**src/rtl/alu_issue_ctrl.sv**
```systemverilog
// alu_issue_ctrl: issues one parallel command to the bit-serial ALU, streams the immediate LSB-first and reassembles the result.
// Optional back-to-back issue without a bubble: define ALU_ISSUE_CHAIN_EN. OP_BITS defaults to `OP_BITS (common.vh) or 4.
`default_nettype none

`ifndef OP_BITS
`define OP_BITS 4
`endif

module alu_issue_ctrl #(
    parameter int LOG2_NR  = 3,
    parameter int REG_BITS = 8,
    parameter int NSHIFT   = 2,
    parameter int OP_BITS  = `OP_BITS
) (
    input  logic                  clk,
    input  logic                  reset,
    input  logic                  cmd_valid,
    output logic                  cmd_ready,
    input  logic [OP_BITS-1:0]    cmd_op,
    input  logic                  cmd_pair,
    input  logic [LOG2_NR-1:0]    cmd_reg1,
    input  logic [LOG2_NR-1:0]    cmd_reg2,
    input  logic                  cmd_ext2,
    input  logic [2*REG_BITS-1:0] cmd_imm,
    input  logic                  cmd_wb,
    input  logic                  cmd_flags,
    output logic                  res_valid,
    output logic [2*REG_BITS-1:0] res_data,
    output logic                  err_proto,
    output logic                  alu_op_valid,
    output logic [OP_BITS-1:0]    alu_operation,
    output logic                  alu_external_arg2,
    output logic                  alu_pair_op,
    output logic                  alu_pair_op2,
    output logic [LOG2_NR-1:0]    alu_reg1,
    output logic [LOG2_NR-1:0]    alu_reg2,
    output logic                  alu_update_reg1,
    output logic                  alu_update_carry_flags,
    output logic                  alu_update_other_flags,
    output logic [NSHIFT-1:0]     alu_data_in2,
    input  logic                  alu_op_done,
    input  logic [NSHIFT-1:0]     alu_data_out
);

    localparam int W          = 2 * REG_BITS;
    localparam int SINGLE_LEN = REG_BITS / NSHIFT;
    localparam int PAIR_LEN   = W / NSHIFT;
    localparam int CNT_W      = (PAIR_LEN > 1) ? $clog2(PAIR_LEN) : 1;

    typedef enum logic [0:0] {
        S_IDLE = 1'b0,
        S_RUN  = 1'b1
    } state_t;

    state_t state_q, state_d;

    logic [OP_BITS-1:0] op_q;
    logic               pair_q;
    logic [LOG2_NR-1:0] reg1_q;
    logic [LOG2_NR-1:0] reg2_q;
    logic               ext2_q;
    logic               wb_q;
    logic               flags_q;
    logic [W-1:0]       imm_sh_q;
    logic [W-1:0]       res_sh_q;
    logic [CNT_W-1:0]   cnt_q;
    logic               res_valid_q;
    logic [W-1:0]       res_data_q;
    logic               err_q;

    logic               w_last;
    logic               w_done_ok;
    logic               w_err;
    logic               w_accept;
    logic [W-1:0]       w_res_full;

    assign w_last   = (cnt_q == (pair_q ? CNT_W'(PAIR_LEN - 1) : CNT_W'(SINGLE_LEN - 1)));
    assign w_accept = cmd_valid && cmd_ready;

    always_ff @(posedge clk) begin
        if (reset) begin
            state_q <= S_IDLE;
        end else begin
            state_q <= state_d;
        end
    end

    always_comb begin
        state_d   = state_q;
        cmd_ready = 1'b0;
        w_done_ok = 1'b0;
        w_err     = 1'b0;
        case (state_q)
            S_IDLE: begin
                cmd_ready = !reset;
                if (cmd_valid && !reset) begin
                    state_d = S_RUN;
                end
            end
            S_RUN: begin
                w_done_ok = alu_op_done && w_last;
                // Early strobe or missing strobe on the last slice are both timing errors.
                w_err     = alu_op_done != w_last;
`ifdef ALU_ISSUE_CHAIN_EN
                cmd_ready = w_done_ok && !reset;
`endif
                if (w_done_ok || w_err) begin
                    state_d = (cmd_valid && cmd_ready) ? S_RUN : S_IDLE;
                end
            end
            default: state_d = S_IDLE;
        endcase
    end

    // Slices land in disjoint positions of a cleared register, so OR-ing in the new slice suffices.
    always_comb begin
        w_res_full = res_sh_q | ({{(W - NSHIFT){1'b0}}, alu_data_out} << (32'(cnt_q) * NSHIFT));
        if (!pair_q) begin
            w_res_full[W-1:REG_BITS] = '0;
        end
    end

    always_ff @(posedge clk) begin
        if (reset) begin
            op_q        <= '0;
            pair_q      <= 1'b0;
            reg1_q      <= '0;
            reg2_q      <= '0;
            ext2_q      <= 1'b0;
            wb_q        <= 1'b0;
            flags_q     <= 1'b0;
            imm_sh_q    <= '0;
            res_sh_q    <= '0;
            cnt_q       <= '0;
            res_valid_q <= 1'b0;
            res_data_q  <= '0;
            err_q       <= 1'b0;
        end else begin
            res_valid_q <= 1'b0;
            if (w_accept) begin
                op_q     <= cmd_op;
                pair_q   <= cmd_pair;
                reg1_q   <= cmd_reg1;
                reg2_q   <= cmd_reg2;
                ext2_q   <= cmd_ext2;
                wb_q     <= cmd_wb;
                flags_q  <= cmd_flags;
                imm_sh_q <= cmd_imm;
                res_sh_q <= '0;
                cnt_q    <= '0;
            end else if (state_q == S_RUN) begin
                imm_sh_q <= imm_sh_q >> NSHIFT;
                res_sh_q <= w_res_full;
                cnt_q    <= cnt_q + 1'b1;
            end
            if (w_done_ok) begin
                res_valid_q <= 1'b1;
                res_data_q  <= w_res_full;
            end
            if (w_err) begin
                err_q <= 1'b1;
            end
        end
    end

    assign res_valid              = res_valid_q;
    assign res_data               = res_data_q;
    assign err_proto              = err_q;
    assign alu_op_valid           = (state_q == S_RUN);
    assign alu_operation          = op_q;
    assign alu_external_arg2      = ext2_q;
    assign alu_pair_op            = pair_q;
    assign alu_pair_op2           = pair_q;
    assign alu_reg1               = reg1_q;
    assign alu_reg2               = reg2_q;
    assign alu_update_reg1        = wb_q;
    assign alu_update_carry_flags = flags_q;
    assign alu_update_other_flags = flags_q;
    assign alu_data_in2           = imm_sh_q[NSHIFT-1:0];

endmodule

`default_nettype wire

```
**config.mk**
```make
export PLATFORM = sky130hd
export DESIGN_NAME = alu_issue_ctrl
export DESIGN_NICKNAME = d
export VERILOG_FILES = /design/src/rtl/alu_issue_ctrl.sv
export SDC_FILE = /design/constraint.sdc
export NUM_CORES = 1
export LEC_CHECK = 0
export CAP_MARGIN = 20
export CORE_ASPECT_RATIO = 2
export CORE_MARGIN = 2
export CORE_UTILIZATION = 43
export DETAILED_ROUTE_END_ITERATION = 16
export PLACE_DENSITY = 0.72
export SETUP_SLACK_MARGIN = 0.1
export SYNTH_ARGS = -nofsm -noshare
export SYNTH_HDL_FRONTEND = slang
export SYNTH_SLANG_ARGS = --single-unit
```
**constraint.sdc**
```tcl
create_clock -name clk -period 1.5 [get_ports clk]
set_input_delay 0.225 -clock clk [delete_from_list [all_inputs] [get_ports clk]]
set_output_delay 0.225 -clock clk [all_outputs]
set_load 0.02 [all_outputs]
```
# [Yosys cells after proc, flatten, opt, wreduce, memory -nomap -nowiden]
# Cells that the tools add are included.
[totals] reg_bits=68 inputBits=36 out_inout_bits=38
[op_classes] eq_ne=2 n_reduce_logical=7 addsub=1 bitwise_logic=2 mux=11 n_shift=1
[op_table] operator="16-bit 2-to-1 mux" count=2
[op_table] operator="16-bit bitwise OR" count=1
[op_table] operator="2-bit by 4-bit << shifter with 16-bit output" count=1
[op_table] operator="8-bit 2-to-1 mux" count=1
[op_table] operator="1-bit 2-to-1 mux" count=6
[op_table] operator="3-bit by 1-bit adder with 3-bit output, second input constant" count=1
[op_table] operator="3-bit equality test" count=1
[op_table] operator="1-bit logical AND" count=3
[op_table] operator="3-bit 2-to-1 mux" count=1
[op_table] operator="1-bit case mux with 2 select lines" count=1
[op_table] operator="2-bit nonzero test" count=1
[op_table] operator="2-bit OR reduction" count=1
[op_table] operator="1-bit logical NOT" count=1
[op_table] operator="1-bit logical OR" count=1
[op_table] operator="1-bit != test" count=1
[op_table] operator="1-bit NOT" count=1

# [Logic depth before layout (Yosys ltp)]
# Gate-level depths: netlist of the first run.
[logic_depth] ltp_word=6 ltp_mapped=10

# [Least setup slack after synthesis of the first run]
# No wires, ideal clock.
[synth_path] path_kind="reg2reg" start="register pair_q (netlist: alu_pair_op)" end="register res_data_q[6] (netlist: res_data[6])" arrival_ns=1.495 n_path_buf=2 required_ns=1.379 path_stages_with_launch=10 setup_time_ns=0.121 slack_ns=-0.117 synth_period_minus_slack_ns=1.617 path_cell_list="dfxtp_1 > xnor2_1 > nand2_1 > inv_1 > ha_1 > and2_1 > buf_2 > buf_2 > o21ai_0 > a21oi_1"
[synth_between] elab_chain_cells=4
[synth_lines] item="start: declaration" line="58" rtl="logic pair_q;"
[synth_lines] item="start signal: assignment" line="142" rtl="pair_q <= cmd_pair;"
[synth_lines] item="3-bit 2-to-1 mux" line="77" rtl="assign w_last = (cnt_q == (pair_q ? CNT_W'(PAIR_LEN - 1) : CNT_W'(SINGLE_LEN - 1)));"
[synth_lines] item="3-bit equality test" line="77"
[synth_lines] item="1-bit logical AND" line="101" rtl="w_done_ok = alu_op_done && w_last;"
[synth_lines] item="1-bit 2-to-1 mux" line="93" rtl="case (state_q)"
[synth_lines] item="end signal: assignment" line="158" rtl="res_data_q <= w_res_full;"
[synth_lines] item="end: declaration" line="68" rtl="logic [W-1:0] res_data_q;"
# Every way passes these cells.
# A chain may end at the register's enable or synchronous reset.

# [Worst setup path in the final report of the first run]
[layout_path] start="register cnt_q[0]" end="register res_data_q[0] (netlist: res_data[0])"
[layout_between] elab_chain_cells=3
[layout_lines] item="start: declaration" line="66" rtl="logic [CNT_W-1:0] cnt_q;"
[layout_lines] item="start signal: assignment" line="154" rtl="cnt_q <= cnt_q + 1'b1;"
[layout_lines] item="3-bit equality test" line="77"
[layout_lines] item="1-bit logical AND" line="101"
[layout_lines] item="1-bit 2-to-1 mux" line="93"
# Several ways; a longest one is shown, not always the timed one.

==> results of run 1 <==
## worst paths after layout
kind	startpoint	cells past startpoint	end
worst max-delay path	cnt_q[0]$_SDFFE_PP0P_	8	res_data[0]$_SDFFE_PP0P_
worst min-delay path	res_data[10]$_SDFFE_PP0P_	2	res_data[10]$_SDFFE_PP0P_
worst max register to register	cnt_q[0]$_SDFFE_PP0P_	8	res_data[0]$_SDFFE_PP0P_
worst min register to register	res_data[10]$_SDFFE_PP0P_	2	res_data[10]$_SDFFE_PP0P_
## routing by layer
layer,vias up,global-route usage [%],share of wire [%]
met5,-,0,0
met4,0,11.7,2.5
met2,53,32.0,55
met3,9,4.39,3.7
met1,1013,20.2,39
li1,1094,-,-
## synth_stat cells
master and count:
a21oi_1 30, a22o_1 14, a31oi_1 4, and2_0 2
and2_1 2, and2_4 1, and3b_1 1, buf_1 2
buf_2 10, buf_4 5, buf_6 3, clkbuf_1 5
dfxtp_1 68, ha_1 3, inv_1 3, mux2_2 14
mux2i_1 17, nand2_1 5, nand2b_1 1, nand2b_4 1
nand3_1 10, nor2_1 36, nor2_2 1, nor2b_1 4
nor3_1 10, nor3b_1 1, o21ai_0 16, xnor2_1 2
xor2_1 1
## stage by stage
| step | util (%) | power [mW] | setup WS [ns] | area [sq um] |
|---|---|---|---|---|
| CTS | 63.6 | 4.52 | 0.0919 | 3790 |
| global route | 63.9 | 4.65 | 0.0416 | 3810 |
| floorplan | - | 2.22 | 0.0540 | 2680 |
| finish | 63.9 | 4.48 | 0.121 | 3810 |
| global placement | 59.0 | 2.45 | -0.0817 | 3520 |
| detailed placement | 59.0 | 2.45 | -0.109 | 3520 |
## cell type report
type                            instances  area share, %
Clock buffer                           15           7.03
Clock inverter                          1          0.788
Inverter                                3          0.296
Multi-Input combinational cell        176           30.6
Sequential cell                        68           35.8
Tap cell                               63           2.07
Timing Repair Buffer                   92           23.4
## cell families (layout without fill, tap and decap cells)
group / Yosys count / after routing / share of synthesized area, %
compound gates: 64 / 64 / 14.3
mux: 31 / 31 / 12.4
xor+xnor: 3 / 3 / 0.994
fa+ha+maj: 3 / 3 / 1.42
buf+inv: 28 / 111 / 6.01
simple gates: 75 / 75 / 13.4
flops: 68 / 68 / 51.5
## state kept, by name (all words and copies together), names as in the netlist, 3 cells and up
signal,count
imm_sh_q,16
res_data,16
res_sh_q,16
alu_operation,4
alu_reg1,3
alu_reg2,3
cnt_q,3
## power by group through the flow
stage / sequential (mW) / clock [mW] / combinational [mW]
after floorplan: 1.97 / 0 / 0.253
after global placement: 1.94 / 0 / 0.504
after detailed placement: 1.94 / 0 / 0.511
after CTS: 1.90 / 2.12 / 0.490
after global routing: 1.91 / 2.21 / 0.530
final: 1.90 / 2.09 / 0.487
## worst reg2reg max path, delay by kind of cell (launching register included)
family	cells	cell delay (ns)
and+or+nand+nor	2	0.22
buffers and inverters	2	0.20
adders and majority gates	2	0.35
AOI/OAI and AO/OA	2	0.19
DFF	1	0.34
## timing repair
action                                  4_1_cts  5_1_grt
endpoints found under the setup margin       55       28
gates resized for setup                      47       10
setup buffers                                 1        0
pin swaps                                     0        0
==> flow_summary.ini, run 1 <==
[sta]
fmax_ghz = 0.725
max_slew_margin_pct = 82.6
drv_slew = 0
fin_crit_sh_pct = 92.0
clock_skew_ns = 0.00567
timing_hold_violations_final = 0
setup_viol = 0
finalSetupTns_ns = 0
rsz0062_at_grt = true
fin_crit_ns = 1.38
worst_pin_slew_ns = 0.259
hold_slack_ns = 0.459

[synth]
yosysWarnings = 0
ys_seq_elements = 68
synth_top_area_share_pct = 51.5
synthCells = 272
synth_nets = 311
syn_area_per_cell_sq_um = 9.72
synthTopCellsByArea = dfxtp_1 51%, mux2i_1 6.4%, mux2_2 6.0%
syn-cell-area_sq_mm = 0.00265
yosysTopAreaCell = dfxtp_1
ys_seq_area_share_pct = 51.5
yosysUniqueCellTypes = 29

[die]
dieArea_sq_mm = 0.00683
start_util_pct = 44.4
die_h_um = 115
die_x_um = 59.5
rows = 40
core_sq_mm = 0.00596
ioPinCount = 74

[detailed_routing]
num_vias = 2169
dr.pass1.iters = 4
wl_mm = 5.72
via_per_inst = 5.19
drtIter0Drc = 41
ant_nets = 0
drc = 0
wire_per_inst_um = 13.7

[clock_network]
cts-hold-fix-buffers = 0
cts_root_buf = clkbuf_16
cts_tree = built
clock-sinks = 68
numCtsBuffers = 9
clk_latency_ns = 0.33
clkTransAtPathRegs_ns = 0.05
htree_levels = 3
cts_buffer_depth = 2

[cells_and_area]
final_cell_mix = 66 x dfxtp_1, 36 x nor2_1, 35 x clkdlybuf4s50_1, 35 x dlygate4sd2_1, 30 x a21oi_1
layout_commonest_cell = dfxtp_1
areaGrowthSynthToFinish_pct = 44.0
multiInputGateArea_sq_mm = 0.00116
n_fill_cell = 503
diodes = 0
finalNetCount = 389
register_area_sq_mm = 0.00136
drive_gt1_share_pct = 17.2
fin_cells = 418

[place]
dp_cells = 401
gp_congestion = 0.761
portBuffers = 73
dp_hpwl_mm = 4.18

[power]
clock_power_share_pct = 46.7
p_int_mw = 3.52
comb_power_share_pct = 10.9
peakVddDrop_mv = 0.849
power.density_mw_per_mm2 = 1180
swShare_pct = 21.6
p_leak_nw = 1.64
p_switching_mw = 0.966
p_seq_share_pct = 42.5

[worst_setup_path]
critical_path_class = reg -> reg
crit_family = adder cells
cp_slowest_cell = dfxtp_1
max_stage_delay_ns = 0.34
r2r_slack_ns = 0.12
setup.worst_path.end_class = flip-flop
path_max_fanout = 16
path_buf_inv = 2
crit_top_cell = ha_2
cp.arrival_ns = 1.64
worst_setup_path_start_kind = flip-flop
critPathRequiredTime_ns = 1.76
worstPathCellList = ha_2 -> nand2_1 -> inv_1 -> ha_2 -> and2_4 -> buf_12 -> o21ai_1 -> a21oi_1

[global_route]
grt_use_total_pct = 18.8
antenna_found_initial = 0
grt_pass1_wl_mm = 9.57
grt_overflow = 0
grt_pass1_vias = 2063
grt_start_max_net_pins = 32

[run_status]
status = completed

[worst_hold_path]
hp-class = reg -> reg

[flow_run]
cap_viol_max_count = 0
Note: power is estimated with default switching activity, not from simulation.
==> inputs of run 2 (changes only) <==
--- a/config.mk
+++ b/config.mk
@@ -7,7 +7,6 @@
 export LEC_CHECK = 0
 export CAP_MARGIN = 20
 export CORE_ASPECT_RATIO = 2
-export CORE_MARGIN = 2
 export CORE_UTILIZATION = 43
 export DETAILED_ROUTE_END_ITERATION = 16
 export PLACE_DENSITY = 0.72
==> run 2 against run 1 <==
Against the previous run:
- the run now ends with DRC left
- non-clock buffer count is 2 higher
- fmax is 2.0% lower
- flip-flop and latch count stayed put
==> flow_summary.ini, run 2 (same netlist as run 1, synthesis figures left out) <==
[detailed_routing]
ant_nets = 0
drc = 3
drtIter0Drc = 67
wire_per_inst_um = 13.8
via_per_inst = 5.25
num_vias = 2199
dr.pass1.iters = 12
wl_mm = 5.78

[worst_setup_path]
worst_setup_path_start_kind = flip-flop
r2r_end = res_data[4]$_SDFFE_PP0P_
r2r_slack_ns = 0.09
path_max_fanout = 8
r2r_cells = 8
critical_path_class = reg -> reg
regToRegStartpoint = alu_pair_op$_SDFFE_PP0P_
cp_slowest_cell = dfxtp_2
worstPathCellList = xnor2_2 -> nand2_2 -> inv_2 -> ha_4 -> and2_4 -> buf_12 -> o21ai_1 -> a21oi_1
max_stage_delay_ns = 0.33
critPathRequiredTime_ns = 1.75
cp.arrival_ns = 1.66
setup.worst_path.end_class = flip-flop

[clock_network]
clock-sinks = 68
numCtsBuffers = 9
cts_tree = built
clkTransAtPathRegs_ns = 0.05
cts_buffer_depth = 2
clk_latency_ns = 0.33
cts_root_buf = clkbuf_16
cts-hold-fix-buffers = 0
htree_levels = 3

[power]
peakVddDrop_mv = 0.913
p_int_mw = 3.32
p_seq_share_pct = 44.7
comb_power_share_pct = 11.3
p_switching_mw = 0.942
p_total_mw = 4.27
clock_power_share_pct = 44.0
swShare_pct = 22.1
p_leak_nw = 1.65
power.density_mw_per_mm2 = 1120

[sta]
fmax_ghz = 0.711
drv_slew = 0
hold_slack_ns = 0.454
max_slew_margin_pct = 72.2
timing_hold_violations_final = 0
rsz0062_at_grt = true
fin_crit_ns = 1.41
clock_skew_ns = 0.00635
setup_viol = 0
fin_crit_sh_pct = 93.8
worst_pin_slew_ns = 0.416

[worst_hold_path]
whs_endpoint = res_data[11]$_SDFFE_PP0P_
hp-class = reg -> reg
min_path_cells = 2
hp-start = res_data[11]$_SDFFE_PP0P_

[cells_and_area]
final_cell_mix = 65 x dfxtp_1, 38 x dlygate4sd2_1, 36 x nor2_1
drive_gt1_share_pct = 17.7
diodes = 0
layout_commonest_cell = dfxtp_1
areaGrowthSynthToFinish_pct = 44.4
finalNetCount = 391

[die]
rows = 40
start_util_pct = 44.4
core_sq_mm = 0.00596
dieArea_sq_mm = 0.00649
die_h_um = 113
die_x_um = 57.5
ioPinCount = 74

[global_route]
grt_start_max_net_pins = 20
grt_pass1_wl_mm = 9.74
grt_pass1_vias = 2216
grt_use_total_pct = 19.7
antenna_found_initial = 0
grt_overflow = 0

[place]
dp_hpwl_mm = 4.13
gp_congestion = 0.749
portBuffers = 73

[run_status]
status = finished with violations
violations = DRC

[flow_run]
cap_viol_max_count = 0
run 2: cell count changes in the layout (fill, tap and decap cells not counted), moves of 2 or more:
cell and change:
o21ai_2 -3, ha_4 +2, ha_2 -2, clkdlybuf4s15_1 -3, dlygate4sd2_1 +3, clkbuf_1 -2
o21ai_1 +2, clkinv_2 +2, buf_4 +2
run 2: through the flow:
| step | instances | instance area [sq um] | TNS (ns) | util [%] | setup slack, ns |
|---|---|---|---|---|---|
| after global placement | 401 | 3500 | -1.36 | 58.8 | -0.0833 |
| after floorplan | 272 | 2680 | 0 | - | 0.0540 |
| after global routing | 419 | 3820 | -0.0109 | 64.1 | -0.00560 |
| final | 419 | 3820 | 0 | 64.1 | 0.0926 |
| after detailed placement | 401 | 3500 | -2.06 | 58.8 | -0.0940 |
| after CTS | 419 | 3780 | 0 | 63.4 | 0.0420 |
run 2: final cells by class:
type / count / area (sq um)
multi-input cells: 176 / 1180
clock buffers: 13 / 260
clock inverters: 2 / 10.0
repair buffers: 94 / 911
well taps: 63 / 78.8
flip-flops and latches: 68 / 1370
fillers: 509 / 2140
inverters: 3 / 11.3
run 2: power by group through the flow:
stage	clock, mW	combinational, mW	sequential, mW
after floorplan	0	0.253	1.97
after global placement	0	0.499	1.94
final	1.88	0.484	1.91
after CTS	1.93	0.484	1.90
after detailed placement	0	0.507	1.94
after global routing	2.00	0.527	1.91
run 2: worst max path at each step:
stage	startpoint	end	cells after the start
3_5_place_dp	reset	cmd_ready	3
5_1_grt	alu_pair_op$_SDFFE_PP0P_	res_data[4]$_SDFFE_PP0P_	8
6_report	alu_pair_op$_SDFFE_PP0P_	res_data[4]$_SDFFE_PP0P_	8
4_1_cts	cnt_q[0]$_SDFFE_PP0P_	res_data[3]$_SDFFE_PP0P_	8
2_1_floorplan	cnt_q[2]$_SDFFE_PP0P_	res_data[6]$_SDFFE_PP0P_	10
3_3_place_gp	reset	cmd_ready	3
run 2: critical path, delay by kind of cell (launching register included):
kind	cells	cell delay [ns]
buffers and inverters	2	0.21
adders and majority gates	1	0.12
AOI/OAI and AO/OA	2	0.20
DFF	1	0.33
and+or+nand+nor	2	0.29
xor gates and xnor gates	1	0.18
run 2: what timing repair did:
action | CTS | global route
buffers inserted | 2 | 0
cloned | 1 | 0
endpoints found under the setup margin | 48 | 24
resized for setup | 45 | 11
pin swaps | 0 | 3
hold endpoints to repair | 0 | 0
run 2: routing by layer:
layer | wire length, um | GRT usage (%)
met1 | 2140 | 19.1
met2 | 3270 | 36.7
met3 | 263 | 5.83
met5 | 0 | 0
met4 | 108 | 8.78
==> inputs of run 3 (changes only) <==
--- a/config.mk
+++ b/config.mk
@@ -5,9 +5,9 @@
 export SDC_FILE = /design/constraint.sdc
 export NUM_CORES = 1
 export LEC_CHECK = 0
-export CAP_MARGIN = 20
 export CORE_ASPECT_RATIO = 2
 export CORE_UTILIZATION = 43
+export CTS_CLUSTER_DIAMETER = 50
 export DETAILED_ROUTE_END_ITERATION = 16
 export PLACE_DENSITY = 0.72
 export SETUP_SLACK_MARGIN = 0.1
==> results of run 3 <==
Final layout, timing and power as in run 2 (identical DEF).
